### config.mk
export PLATFORM = sky130hd
export DESIGN_NAME = instr_loader
export DESIGN_NICKNAME = d
export VERILOG_FILES = /design/src/rtl/instr_loader_pkg.sv /design/src/rtl/instr_loader_opcode_check.sv /design/src/rtl/instr_loader.sv
export SDC_FILE = /design/constraint.sdc
export NUM_CORES = 1
export LEC_CHECK = 0
export CELL_PAD_IN_SITES_DETAIL_PLACEMENT = 1
export CELL_PAD_IN_SITES_GLOBAL_PLACEMENT = 2
export CORE_ASPECT_RATIO = 1.1
export CORE_MARGIN = 1
export CORE_UTILIZATION = 36
export CTS_BUF_LIST = sky130_fd_sc_hd__clkbuf_4
export DETAILED_ROUTE_END_ITERATION = 10
export GPL_TIMING_DRIVEN = 0
export PLACE_DENSITY_LB_ADDON = 0.1
export SYNTH_ARGS = -nofsm -noshare
export SYNTH_HDL_FRONTEND = slang
export SYNTH_SLANG_ARGS = --single-unit
export TNS_END_PERCENT = 10
### constraint.sdc
create_clock -name clk -period 3.8 [get_ports clk]
set_input_delay 0.38 -clock clk [delete_from_list [all_inputs] [get_ports clk]]
set_output_delay 0.38 -clock clk [all_outputs]
set_load 0.01 [all_outputs]
### src/rtl/instr_loader_pkg.sv
// Shared definitions for the serial instruction loader: FSM encoding,
// supported opcodes and the per-state registered control outputs.
package instr_loader_pkg;

  typedef enum logic [2:0] {
    IDLE,
    LEN_HI,
    LEN_LO,
    CHECK,
    DATA,
    WRITE,
    DONE,
    ERROR
  } loaderState_t;

  localparam logic [5:0] OP_R_TYPE = 6'h00;
  localparam logic [5:0] OP_INC    = 6'h01;
  localparam logic [5:0] OP_BEQ    = 6'h04;
  localparam logic [5:0] OP_BNE    = 6'h05;
  localparam logic [5:0] OP_ADDI   = 6'h08;
  localparam logic [5:0] OP_ORI    = 6'h0D;

  typedef struct packed {
    logic byteReady;
    logic memWe;
    logic busy;
    logic cpuHold;
    logic done;
  } loaderCtrl_t;

  // Control outputs are loaded together with the state they belong to,
  // so every output is a flop and matches the state it is paired with.
  function automatic loaderCtrl_t ctrlFor(input loaderState_t s);
    loaderCtrl_t c;
    c           = '0;
    c.byteReady = (s inside {LEN_HI, LEN_LO, DATA});
    c.memWe     = (s == WRITE);
    c.busy      = !(s inside {IDLE, ERROR});
    c.cpuHold   = (s != IDLE);
    c.done      = (s == DONE);
    return c;
  endfunction

endpackage

### src/rtl/instr_loader_opcode_check.sv
// Combinational legality check of a 6-bit instruction opcode against the
// set of opcodes the target processor implements.
module opcode_check (
  input  logic [5:0] opcode,
  output logic       legal
);
  import instr_loader_pkg::*;

  assign legal = opcode inside {OP_R_TYPE, OP_INC, OP_BEQ, OP_BNE, OP_ADDI, OP_ORI};

endmodule

### src/rtl/instr_loader.sv
// Receives a length-prefixed big-endian byte stream, writes it word by word
// into instruction memory and holds the CPU in reset until the load completes.
module instr_loader #(
  parameter int ADDR_WIDTH = 8
) (
  input  logic                  clk,
  input  logic                  reset,
  input  logic                  start,
  input  logic [7:0]            byte_in,
  input  logic                  byte_valid,
  output logic                  byte_ready,
  output logic                  mem_we,
  output logic [ADDR_WIDTH-1:0] mem_addr,
  output logic [31:0]           mem_wdata,
  output logic                  cpu_hold,
  output logic                  busy,
  output logic                  done,
  output logic                  error,
  output logic [7:0]            illegal_count
);
  import instr_loader_pkg::*;

  // Length field is 16 bits, so the memory depth is compared in 17 bits.
  localparam logic [16:0] DEPTH = 17'(1) << ADDR_WIDTH;

  loaderState_t          state;
  loaderCtrl_t           ctrl;
  logic [15:0]           lenCount;
  logic [ADDR_WIDTH:0]   wordCount;
  logic [ADDR_WIDTH:0]   wordNext;
  logic [1:0]            byteIdx;
  logic [23:0]           shiftReg;
  logic                  accept;
  logic                  opLegal;

  assign accept   = byte_valid & ctrl.byteReady;
  assign wordNext = wordCount + (ADDR_WIDTH+1)'(1);

  opcode_check u_opcode_check (
    .opcode (mem_wdata[31:26]),
    .legal  (opLegal)
  );

  // NOTE: all state below is updated with non-blocking assignments so every
  // branch reads the values from before this edge, independent of order.
  always_ff @(posedge clk) begin
    if (reset) begin
      state         <= IDLE;
      ctrl          <= ctrlFor(IDLE);
      lenCount      <= '0;
      wordCount     <= '0;
      byteIdx       <= '0;
      shiftReg      <= '0;
      mem_addr      <= '0;
      mem_wdata     <= '0;
      error         <= 1'b0;
      illegal_count <= '0;
    end else begin
      case (state)
        IDLE, ERROR: begin
          if (start) begin
            state         <= LEN_HI;
            ctrl          <= ctrlFor(LEN_HI);
            error         <= 1'b0;
            illegal_count <= '0;
            wordCount     <= '0;
            byteIdx       <= '0;
          end
        end

        LEN_HI: begin
          if (accept) begin
            lenCount[15:8] <= byte_in;
            state          <= LEN_LO;
            ctrl           <= ctrlFor(LEN_LO);
          end
        end

        LEN_LO: begin
          if (accept) begin
            lenCount[7:0] <= byte_in;
            state         <= CHECK;
            ctrl          <= ctrlFor(CHECK);
          end
        end

        CHECK: begin
          if (lenCount == 16'd0) begin
            state <= DONE;
            ctrl  <= ctrlFor(DONE);
          end else if ({1'b0, lenCount} > DEPTH) begin
            state <= ERROR;
            ctrl  <= ctrlFor(ERROR);
            error <= 1'b1;
          end else begin
            state <= DATA;
            ctrl  <= ctrlFor(DATA);
          end
        end

        DATA: begin
          if (accept) begin
            shiftReg <= {shiftReg[15:0], byte_in};
            byteIdx  <= byteIdx + 2'd1;
            if (byteIdx == 2'd3) begin
              mem_wdata <= {shiftReg, byte_in};
              mem_addr  <= wordCount[ADDR_WIDTH-1:0];
              state     <= WRITE;
              ctrl      <= ctrlFor(WRITE);
            end
          end
        end

        WRITE: begin
          wordCount <= wordNext;
          if (!opLegal && illegal_count != 8'hFF)
            illegal_count <= illegal_count + 8'd1;
          // wordNext carries one extra bit so a full-depth load still matches.
          if (17'(wordNext) == {1'b0, lenCount}) begin
            state <= DONE;
            ctrl  <= ctrlFor(DONE);
          end else begin
            state <= DATA;
            ctrl  <= ctrlFor(DATA);
          end
        end

        DONE: begin
          state <= IDLE;
          ctrl  <= ctrlFor(IDLE);
        end

        default: begin
          state <= IDLE;
          ctrl  <= ctrlFor(IDLE);
        end
      endcase
    end
  end

  assign byte_ready = ctrl.byteReady;
  assign mem_we     = ctrl.memWe;
  assign busy       = ctrl.busy;
  assign cpu_hold   = ctrl.cpuHold;
  assign done       = ctrl.done;

endmodule

* Word level (Yosys, flattened, before mapping)
Cells that the tools add are included.
** Operators by class
- Add/subtract/negate cells :: 3
- $mul :: 0
- Divide/modulo/power cells :: 0
- Magnitude comparators :: 1
- Equality and inequality tests :: 23
- Shifts and indexed selects :: 0
- Muxes and demuxes :: 30
- Bitwise gates (word level) :: 1
- Reductions and logical operators :: 19
** Operators with widths (count)
- $mux W5 :: 8
- $pmux W5 S7 :: 1
- $pmux W3 S7 :: 1
- $pmux W9 S2 :: 1
- $eq A9 B16 Y1 :: 1
- $gt A16 B9 Y1 const B :: 1
- $logic_not A16 Y1 :: 1
- $mux W8 :: 2
- $ne A2 B2 Y1 const B :: 8
- $pmux W8 S2 :: 1
- $mux W3 :: 5
- $eq A3 B3 Y1 const B :: 4
- $eq A6 B3 Y1 const B :: 2
- $eq A6 B4 Y1 const B :: 2
- $mux W2 :: 5
- $add A9 B1 Y9 const B :: 1
- $mux W9 :: 1
- $reduce_and A3 Y1 :: 3
- $add A8 B1 Y8 const B :: 1
- $ne A8 B8 Y1 const B :: 1
- $reduce_and A2 Y1 :: 4
- $eq A3 B2 Y1 const B :: 2
- $eq A6 B1 Y1 const B :: 1
- $logic_not A6 Y1 :: 1
- other kinds (15) :: 19
** Storage, ports and cells
- Register bits :: 108
- Latch bits :: 0
- Bits in writable memories :: 0
- Memory bits (read-only) :: 0
- Input port bits :: 12
- Output and inout bits :: 54
- Logic and storage cells :: 92
- Memories kept :: 0

* Depth between registers and ports, before layout
Gate-level depths: netlist (run 1).
- Depth after elaboration :: 6
- Gate-level depth with buffers :: 7
- Mapped depth without buffers :: 6

* Cells and area by module
Synthesis (run 1) repeated with hierarchy kept, for this count alone.
** Unflattened totals
- Cell total of the unflattened synthesis :: 567
- Area, all modules :: 4551.9 um^2
** By module, submodules not included
- instr_loader :: instances 1, cells an instance 565, area an instance 4528.1 um^2, seq. area each 2162.1 um^2
- opcode_check :: instances 1, cells an instance 2, area an instance 23.8 um^2, seq. area each 0.0 um^2

* Worst setup path after synthesis (run 1)
No wires, ideal clock.
- Path type :: reg-to-reg
- From :: register wordCount[0]
- To :: register state[1]
- Library setup time :: 0.067 ns
- Data arrival time :: 1.920 ns
- Required time :: 3.733 ns
- Slack :: 1.813 ns
- Cell stages (with the launch flop) :: 7
- Path buffers :: 0
- Period minus slack after synthesis :: 1.987 ns
- Cells stage by stage :: dfxtp_1 -> ha_1 -> nand2b_1 -> o211a_1 -> o32a_1 -> or4_4 -> a21oi_2
** On the way
- Cells in the longest elaborated chain, start to end :: 4
** RTL lines
- start, declared :: RTL line instr_loader.sv:29 : logic [ADDR_WIDTH:0] wordCount;
- start signal, assigned :: RTL line instr_loader.sv:115 : wordCount <= wordNext;
- $add A9 B1 Y9 :: RTL line instr_loader.sv:37 : assign wordNext = wordCount + (ADDR_WIDTH+1)'(1);
- $eq A9 B16 Y1 :: RTL line instr_loader.sv:119 : if (17'(wordNext) == {1'b0, lenCount}) begin
- $mux W2 :: RTL line instr_loader.sv:119
- $pmux W3 S7 :: RTL line instr_loader.sv:59 : case (state)
- end signal, assigned :: RTL line instr_loader.sv:62 : state <= LEN_HI;
- end signal, assigned :: RTL line instr_loader.sv:120 : state <= DONE;
- end signal, assigned :: RTL line instr_loader.sv:123 : state <= DATA;
- end, declared :: RTL line instr_loader.sv:26 : loaderState_t state;
No other way between the ends.
A chain may end at the register's enable or synchronous reset.

* Worst setup path in the final report (run 1)
- From :: register wordCount[0]
- To :: register ctrl (netlist bit byte_ready)
** On the way
- Cells in the longest elaborated chain, start to end :: 4
** RTL lines
- $add A9 B1 Y9 :: RTL line instr_loader.sv:37
- $eq A9 B16 Y1 :: RTL line instr_loader.sv:119
- $mux W5 :: RTL line instr_loader.sv:119
- $pmux W5 S7 :: RTL line instr_loader.sv:59
- end signal, assigned :: RTL line instr_loader.sv:63 : ctrl <= ctrlFor(LEN_HI);
- end signal, assigned :: RTL line instr_loader.sv:121 : ctrl <= ctrlFor(DONE);
- end signal, assigned :: RTL line instr_loader.sv:124 : ctrl <= ctrlFor(DATA);
- end, declared :: RTL line instr_loader.sv:27 : loaderCtrl_t ctrl;
No other way between the ends.

==> impl_metrics.csv, run 1 <==
group,metric,value,unit
worst_hold_path,min_path_type,"flip-flop to flip-flop",
drt,drt_wl_total,13.32,mm
die,die-area,13110,um2
yosys,synth.largest_area_cell,"dfxtp_1",
flow_run,maxCapViolations,0,
timing,setup_violations,0,
clocking,root_buffer,"clkbuf_4",
power,power_leakage,1.835,nW
timing,hold_viol,0,
yosys,netlist_instances,563,
timing,fin_ws,1.348,ns
yosys,synth-async-reset-ratio,0,%
clocking,cts_tree,"yes",
timing,rsz0062_at_grt,"no",
global_route,grt.met1_usage,29.27,%
place,dpl.cell_count,782,
worst_hold_path,hold_start,"mem_wdata[24]",
clocking,cts_buffer_depth,2,
global_route,grt_remaining_overflow,0,
worst_setup_path,critPathLaunchType,"flip-flop",
worst_setup_path,cp-end-kind,"flip-flop",
global_route,grt_pass1_wl,22.11,mm
timing,setup_tns,0,ns
die,core,12190,um2
drt,drc_errors,0,
clocking,clkTransAtPathRegs,0.16,ns
global_route,use_met2,35.81,%
final_layout,stdcell_count,798,
clocking,postCtsSetupRepairBufs,0,
yosys,avgSynthCellArea,8.089,um2
yosys,synthTopCellsByArea,"dfxtp_1, nand2_1, a21oi_1, mux2i_1, nor2_1",
yosys,synth_nets,578,
timing,fin_skew,0.02419,ns
power,p_int,1.412,mW
worst_setup_path,crit_type,"flip-flop to flip-flop",
yosys,yosysTopAreaCellShare,47.47,%
power,clkPwrFrac,31.4,%
power,switching_share,26.47,%
timing,min_period_over_period,64.52,%
clocking,cts_resized,0,
yosys,yosysWarnings,0,
power,p_per_area,346.9,nW/um2
outcome,status,"finished clean",
place,io_buffers,65,
yosys,ys_seq_elements,108,
global_route,grt_max_degree,18,
yosys,synth_cell_types,56,
yosys,synth.cell_area,4554,um2
global_route,antenna_found_initial,1,
drt,via_per_inst,5.385,
die,die_y,120.0,um
die,start_util,37.36,%
drt,ant_nets,0,
timing,final.min_clock_period,2.452,ns
place,dp_hpwl,9.935,mm
global_route,grtUsageMet3,2.988,%
clocking,clk_latency,0.49,ns
final_layout,drive_gt1_share,5.910,%
yosys,synth-edff-count,0,
yosys,synth_ff_type,"dfxtp_1",
die,core.rowCount,42,
power,seqPwrFrac,60.0,%
global_route,grt_pass1_vias,4295,
global_route,track_usage,21.91,%
timing,relSlewSlack,43.80,%
drt,drt_iter0_markers,246,
worst_setup_path,required,4.14,ns
timing,slew_violations,0,
final_layout,syn_to_final_growth,21.54,%
drt,drt-wirelength-per-cell,16.69,um
timing,worst_pin_slew,0.8218,ns
place,routabilityCongestion,0.8249,
power,p_comb_share,8.6,%
final_layout,nNetsFinal,654,
drt,vias,4297,
global_route,top_usage_layer,"met2",
clocking,htreeDepth,3,
clocking,ctsHoldBuffers,0,
worst_setup_path,critical_path.startpoint,"wordCount[0]",
yosys,yosysSeqAreaShare,47.47,%
worst_setup_path,critPathMaxFanout,6,
die,die_x,109.2,um
clocking,numClockSinks,108,
power,switchingPower,0.5084,mW
place,dpl_worst_slack,1.127,ns
worst_setup_path,r2r-start,"wordCount[0]",
power,ir_worst_vdd,217.4,uV
timing,fmax,407.9,MHz
clocking,numCtsBuffers,9,
die,ios,66,
drt,first_pass_iters,5,
worst_setup_path,cp.arrival,2.80,ns
[cells in the final DEF (no fill, tap or decap), drive strengths merged, types with 11 or more instances in the layout]
master	Yosys	routed
o21ai	18	18
mux2i	16	16
nand3	11	11
nand2	143	143
clkbuf	26	36
nor2	41	41
buf	13	13
clkdlybuf4s50	0	65
dfxtp	108	108
a21oi	88	88
[through the flow]
step	util (%)	instance area (um2)	total power, mW	hold slack [ns]
floorplan	-	4554	1.273	0.4321
finish	45.40	5535	1.920	0.4673
global placement	44.27	5398	1.337	0.4439
detailed placement	44.27	5398	1.341	0.4482
CTS	45.38	5533	1.942	0.4689
global route	45.40	5535	1.995	0.4859
[logic make-up (layout without fill, tap and decap cells)]
group / Yosys count / after routing / share of synthesized area (%)
other cells: 0 / 1 / 0
flops: 108 / 108 / 47.47
mux: 16 / 16 / 3.516
buf+inv: 42 / 122 / 4.231
simple gates: 245 / 245 / 24.48
fa+ha+maj: 3 / 3 / 0.8243
xor+xnor: 11 / 11 / 2.115
compound gates: 138 / 138 / 17.36
[final cells by class]
type | instances | area (um2)
fill | 1504 | 6656
buffer | 39 | 181.4
clock inverter | 5 | 60.06
tap | 154 | 192.7
antenna | 1 | 2.502
multi-input combinational | 413 | 2200
inverter | 3 | 11.26
sequential | 108 | 2162
timing repair buffer | 65 | 650.6
clock buffer | 10 | 75.07
[path summary, 6_finish.rpt]
check        cells after the start       endpoint  slack [ns]
max                              6     byte_ready        1.35
min                              2  mem_wdata[24]        0.47
max reg2reg                      6     byte_ready        1.35
min reg2reg                      2  mem_wdata[24]        0.47
[power by group through the flow]
stage / Sequential (mW) / Clock (mW) / Combinational, mW
CTS: 1.15 / 0.625 / 0.165
floorplan: 1.18 / 0 / 0.0958
detailed placement: 1.18 / 0 / 0.164
global placement: 1.18 / 0 / 0.161
global route: 1.15 / 0.660 / 0.179
finish: 1.15 / 0.604 / 0.164
[critical path, cell delays in order (launching register included)]
cell and delay [ns]:
dfxtp_1 0.53, ha_1 0.35, nand2b_1 0.12, o211a_1 0.22, o32a_1 0.36, o41ai_1 0.58
a211oi_1 0.15
[synthesized netlist by cell type, types with 2 or more instances]
| master | count |
|---|---|
| clkbuf_1 | 25 |
| inv_1 | 3 |
| nand3_1 | 11 |
| nor2b_1 | 2 |
| nand4_1 | 4 |
| nor3_1 | 4 |
| o21ai_1 | 2 |
| xnor2_1 | 4 |
| mux2i_1 | 16 |
| ha_1 | 3 |
| a32oi_1 | 2 |
| buf_2 | 11 |
| nand2b_1 | 5 |
| a31oi_1 | 6 |
| nand3b_1 | 2 |
| nor3b_1 | 3 |
| o22ai_1 | 2 |
| or4_1 | 8 |
| a311oi_1 | 2 |
| o31ai_1 | 4 |
| and3_1 | 4 |
| xor2_1 | 7 |
| nand2_1 | 143 |
| dfxtp_1 | 108 |
| o21ai_0 | 16 |
| a211oi_1 | 3 |
| a21oi_2 | 2 |
| nor2_1 | 40 |
| o21a_1 | 2 |
| or3_1 | 7 |
| or4_4 | 2 |
| a21oi_1 | 86 |
[sequential cells by signal (all words and copies together) (netlist names), 2 cells and up]
register       flops
byteIdx            2
illegal_count      8
lenCount          16
mem_addr           8
mem_wdata         32
shiftReg          24
state              3
wordCount          9
[metal layers]
layer | wire length, um | up-vias
met1 | 6355 | 2108
met3 | 411 | 10
met5 | 0 | -
li1 | - | 2093
met2 | 6351 | 86
met4 | 197 | 0
(Power assumes the default switching activity.)
==> run 2: changes to the inputs <==
--- a/config.mk
+++ b/config.mk
@@ -9,7 +9,7 @@
 export CELL_PAD_IN_SITES_GLOBAL_PLACEMENT = 2
 export CORE_ASPECT_RATIO = 1.1
 export CORE_MARGIN = 1
-export CORE_UTILIZATION = 36
+export CORE_UTILIZATION = 33
 export CTS_BUF_LIST = sky130_fd_sc_hd__clkbuf_4
 export DETAILED_ROUTE_END_ITERATION = 10
 export GPL_TIMING_DRIVEN = 0
==> constraint.sdc (replaced) <==
create_clock -name clk -period 2.4 [get_ports clk]
set_input_delay 0.24 -clock clk [delete_from_list [all_inputs] [get_ports clk]]
set_output_delay 0.24 -clock clk [all_outputs]
set_load 0.01 [all_outputs]
==> run 2 against run 1 <==
Routed wire length up 2.8%. Total power rose by 58%. Register-to-register slack got worse by 1.2 ns. Cell count rose by 3.9%. Critical endpoint is now done. Sequential share of layout area is 0.38 points lower. Critical path type unchanged. Global-route usage down 1.7 points. Largest power group unchanged. Die area increased by 8.9%. Count of clock-buffer cells in the layout unchanged.
==> impl_metrics.csv, run 2 (synthesis results as in run 1) <==
group,metric,value,unit
place,dpl.cell_count,812,
clocking,numClockSinks,108,
place,dp_hpwl,10.11,mm
drt,ant_nets,0,
clocking,cts_tree,"yes",
final_layout,fill_cells,1644,
power,p_per_area,544.1,nW/um2
place,routabilityCongestion,0.7874,
worst_setup_path,r2r_slack,0.19,ns
global_route,antenna_found_initial,1,
final_layout,largest_reg_flops,32,
timing,min_period_over_period,91.96,%
global_route,grt_pass1_wl,22.33,mm
worst_setup_path,cp-end-kind,"flip-flop",
worst_setup_path,r2r_end,"done",
clocking,numCtsBuffers,9,
worst_hold_path,hold_start,"byte_in[3]",
drt,drt-met1-wl,6.712,mm
worst_setup_path,critPathMaxFanout,6,
place,io_buffers,65,
timing,worst_pin_slew,0.7605,ns
timing,setup_violations,0,
clocking,cts_buffer_depth,2,
timing,fin_ws,0.1929,ns
timing,relSlewSlack,47.99,%
power,power_leakage,1.839,nW
worst_setup_path,critPathLaunchType,"flip-flop",
clocking,root_buffer,"clkbuf_4",
drt,drc_errors,0,
flow_run,maxCapViolations,0,
power,ir_worst_vdd,365.2,uV
place,placed_cell_area,5435,um2
clocking,htreeDepth,3,
die,die_x,114.0,um
global_route,grt_pass1_vias,4335,
timing,setup_tns,0,ns
drt,drt-wirelength-per-cell,16.51,um
drt,wl_met2,6.407,mm
global_route,grt_remaining_overflow,0,
timing,final.min_clock_period,2.207,ns
clocking,clkTransAtPathRegs,0.16,ns
worst_setup_path,r2r-start,"wordCount[0]",
global_route,track_usage,20.18,%
worst_setup_path,critical_path.startpoint,"wordCount[0]",
worst_hold_path,min_to,"shiftReg[3]",
global_route,grt_max_degree,18,
final_layout,multi_input_area,2213,um2
final_layout,regArea,2163,um2
worst_setup_path,required,2.83,ns
final_layout,top_register,"mem_wdata",
die,start_util,34.18,%
final_layout,drive_gt1_share,6.366,%
place,dpl_worst_slack,-0.1516,ns
worst_setup_path,r2r_cells,7,
final_layout,syn_to_final_growth,22.80,%
drt,drt_wl_total,13.69,mm
final_layout,fin_area,5593,um2
worst_hold_path,hold_depth,3,
drt,first_pass_iters,4,
final_layout,final_util,41.98,%
timing,hold_viol,0,
final_layout,final_cell_mix,"nand2_1, dfxtp_1, a21oi_1, clkdlybuf4s50_1, nor2_1",
die,die-area,14280,um2
die,ios,66,
timing,fmax,453.1,MHz
clocking,clk_latency,0.49,ns
timing,fin_skew,0.01591,ns
drt,dr_wl_met3,309,um
final_layout,nNetsFinal,654,
outcome,status,"finished clean",
timing,rsz0062_at_grt,"no",
clocking,ctsHoldBuffers,0,
worst_hold_path,min_path_type,"input pin to flip-flop",
final_layout,mostFrequentLayoutCell,"nand2_1",
die,core.rowCount,44,
power,total_power,3.043,mW
worst_setup_path,crit_type,"flip-flop to flip-flop",
timing,slew_violations,0,
final_layout,reg_top3,"mem_wdata (32), shiftReg (24), lenCount (16)",
drt,top_layer,"met4",
die,die_y,125.2,um
die,core,13320,um2
drt,vias,4209,
drt,via_per_inst,5.077,
timing,hold_ws,0.4247,ns
final_layout,stdcell_count,829,
drt,drt_iter0_markers,166,
worst_setup_path,cp.arrival,2.64,ns
-- run 2: worst max-delay path by stage --
| stage | to | slack [ns] | depth (start not counted) |
|---|---|---|---|
| after CTS | byte_ready | 0.09 | 6 |
| after global placement | mem_wdata[1] | -0.12 | 8 |
| after detailed placement | mem_addr[3] | -0.15 | 8 |
| after floorplan | state[1] | 0.41 | 6 |
| after global routing | done | 0.07 | 6 |
| final | done | 0.19 | 7 |
-- run 2: power breakdown --
group          leakage (nW)  internal [mW]  switching [mW]
Clock                0.0780          0.331           0.625
Combinational         0.890         0.0934           0.169
Sequential            0.871           1.81          0.0145
-- run 2: layer usage --
| metal | GRT usage (%) | vias to the layer above |
|---|---|---|
| met1 | 26.32 | 2041 |
| met3 | 2.666 | 16 |
| met2 | 33.37 | 66 |
| li1 | - | 2086 |
| met5 | 0 | - |
| met4 | 8.403 | 0 |
-- run 2: layout make-up --
| type | count | share of cell area, % |
|---|---|---|
| timing repair buffer | 65 | 11.63 |
| buffer | 39 | 3.244 |
| inverter | 3 | 0.2013 |
| clock inverter | 6 | 1.163 |
| antenna | 1 | 0.04474 |
| multi-input combinational | 413 | 39.57 |
| sequential | 108 | 38.68 |
| tap | 184 | 4.116 |
| clock buffer | 10 | 1.342 |
-- run 2: what timing repair did --
action,4_1_cts,5_1_grt
resized for setup,0,3
buffers inserted,0,0
endpoints found under the setup margin,0,42
-- run 2: worst max-delay path: stages, from the launching register on --
cell      delay (ns)
dfxtp_2         0.39
ha_1            0.28
and3_1          0.20
buf_2           0.16
a31oi_1         0.22
o211ai_1        0.18
or4_4           0.57
a21oi_2         0.14
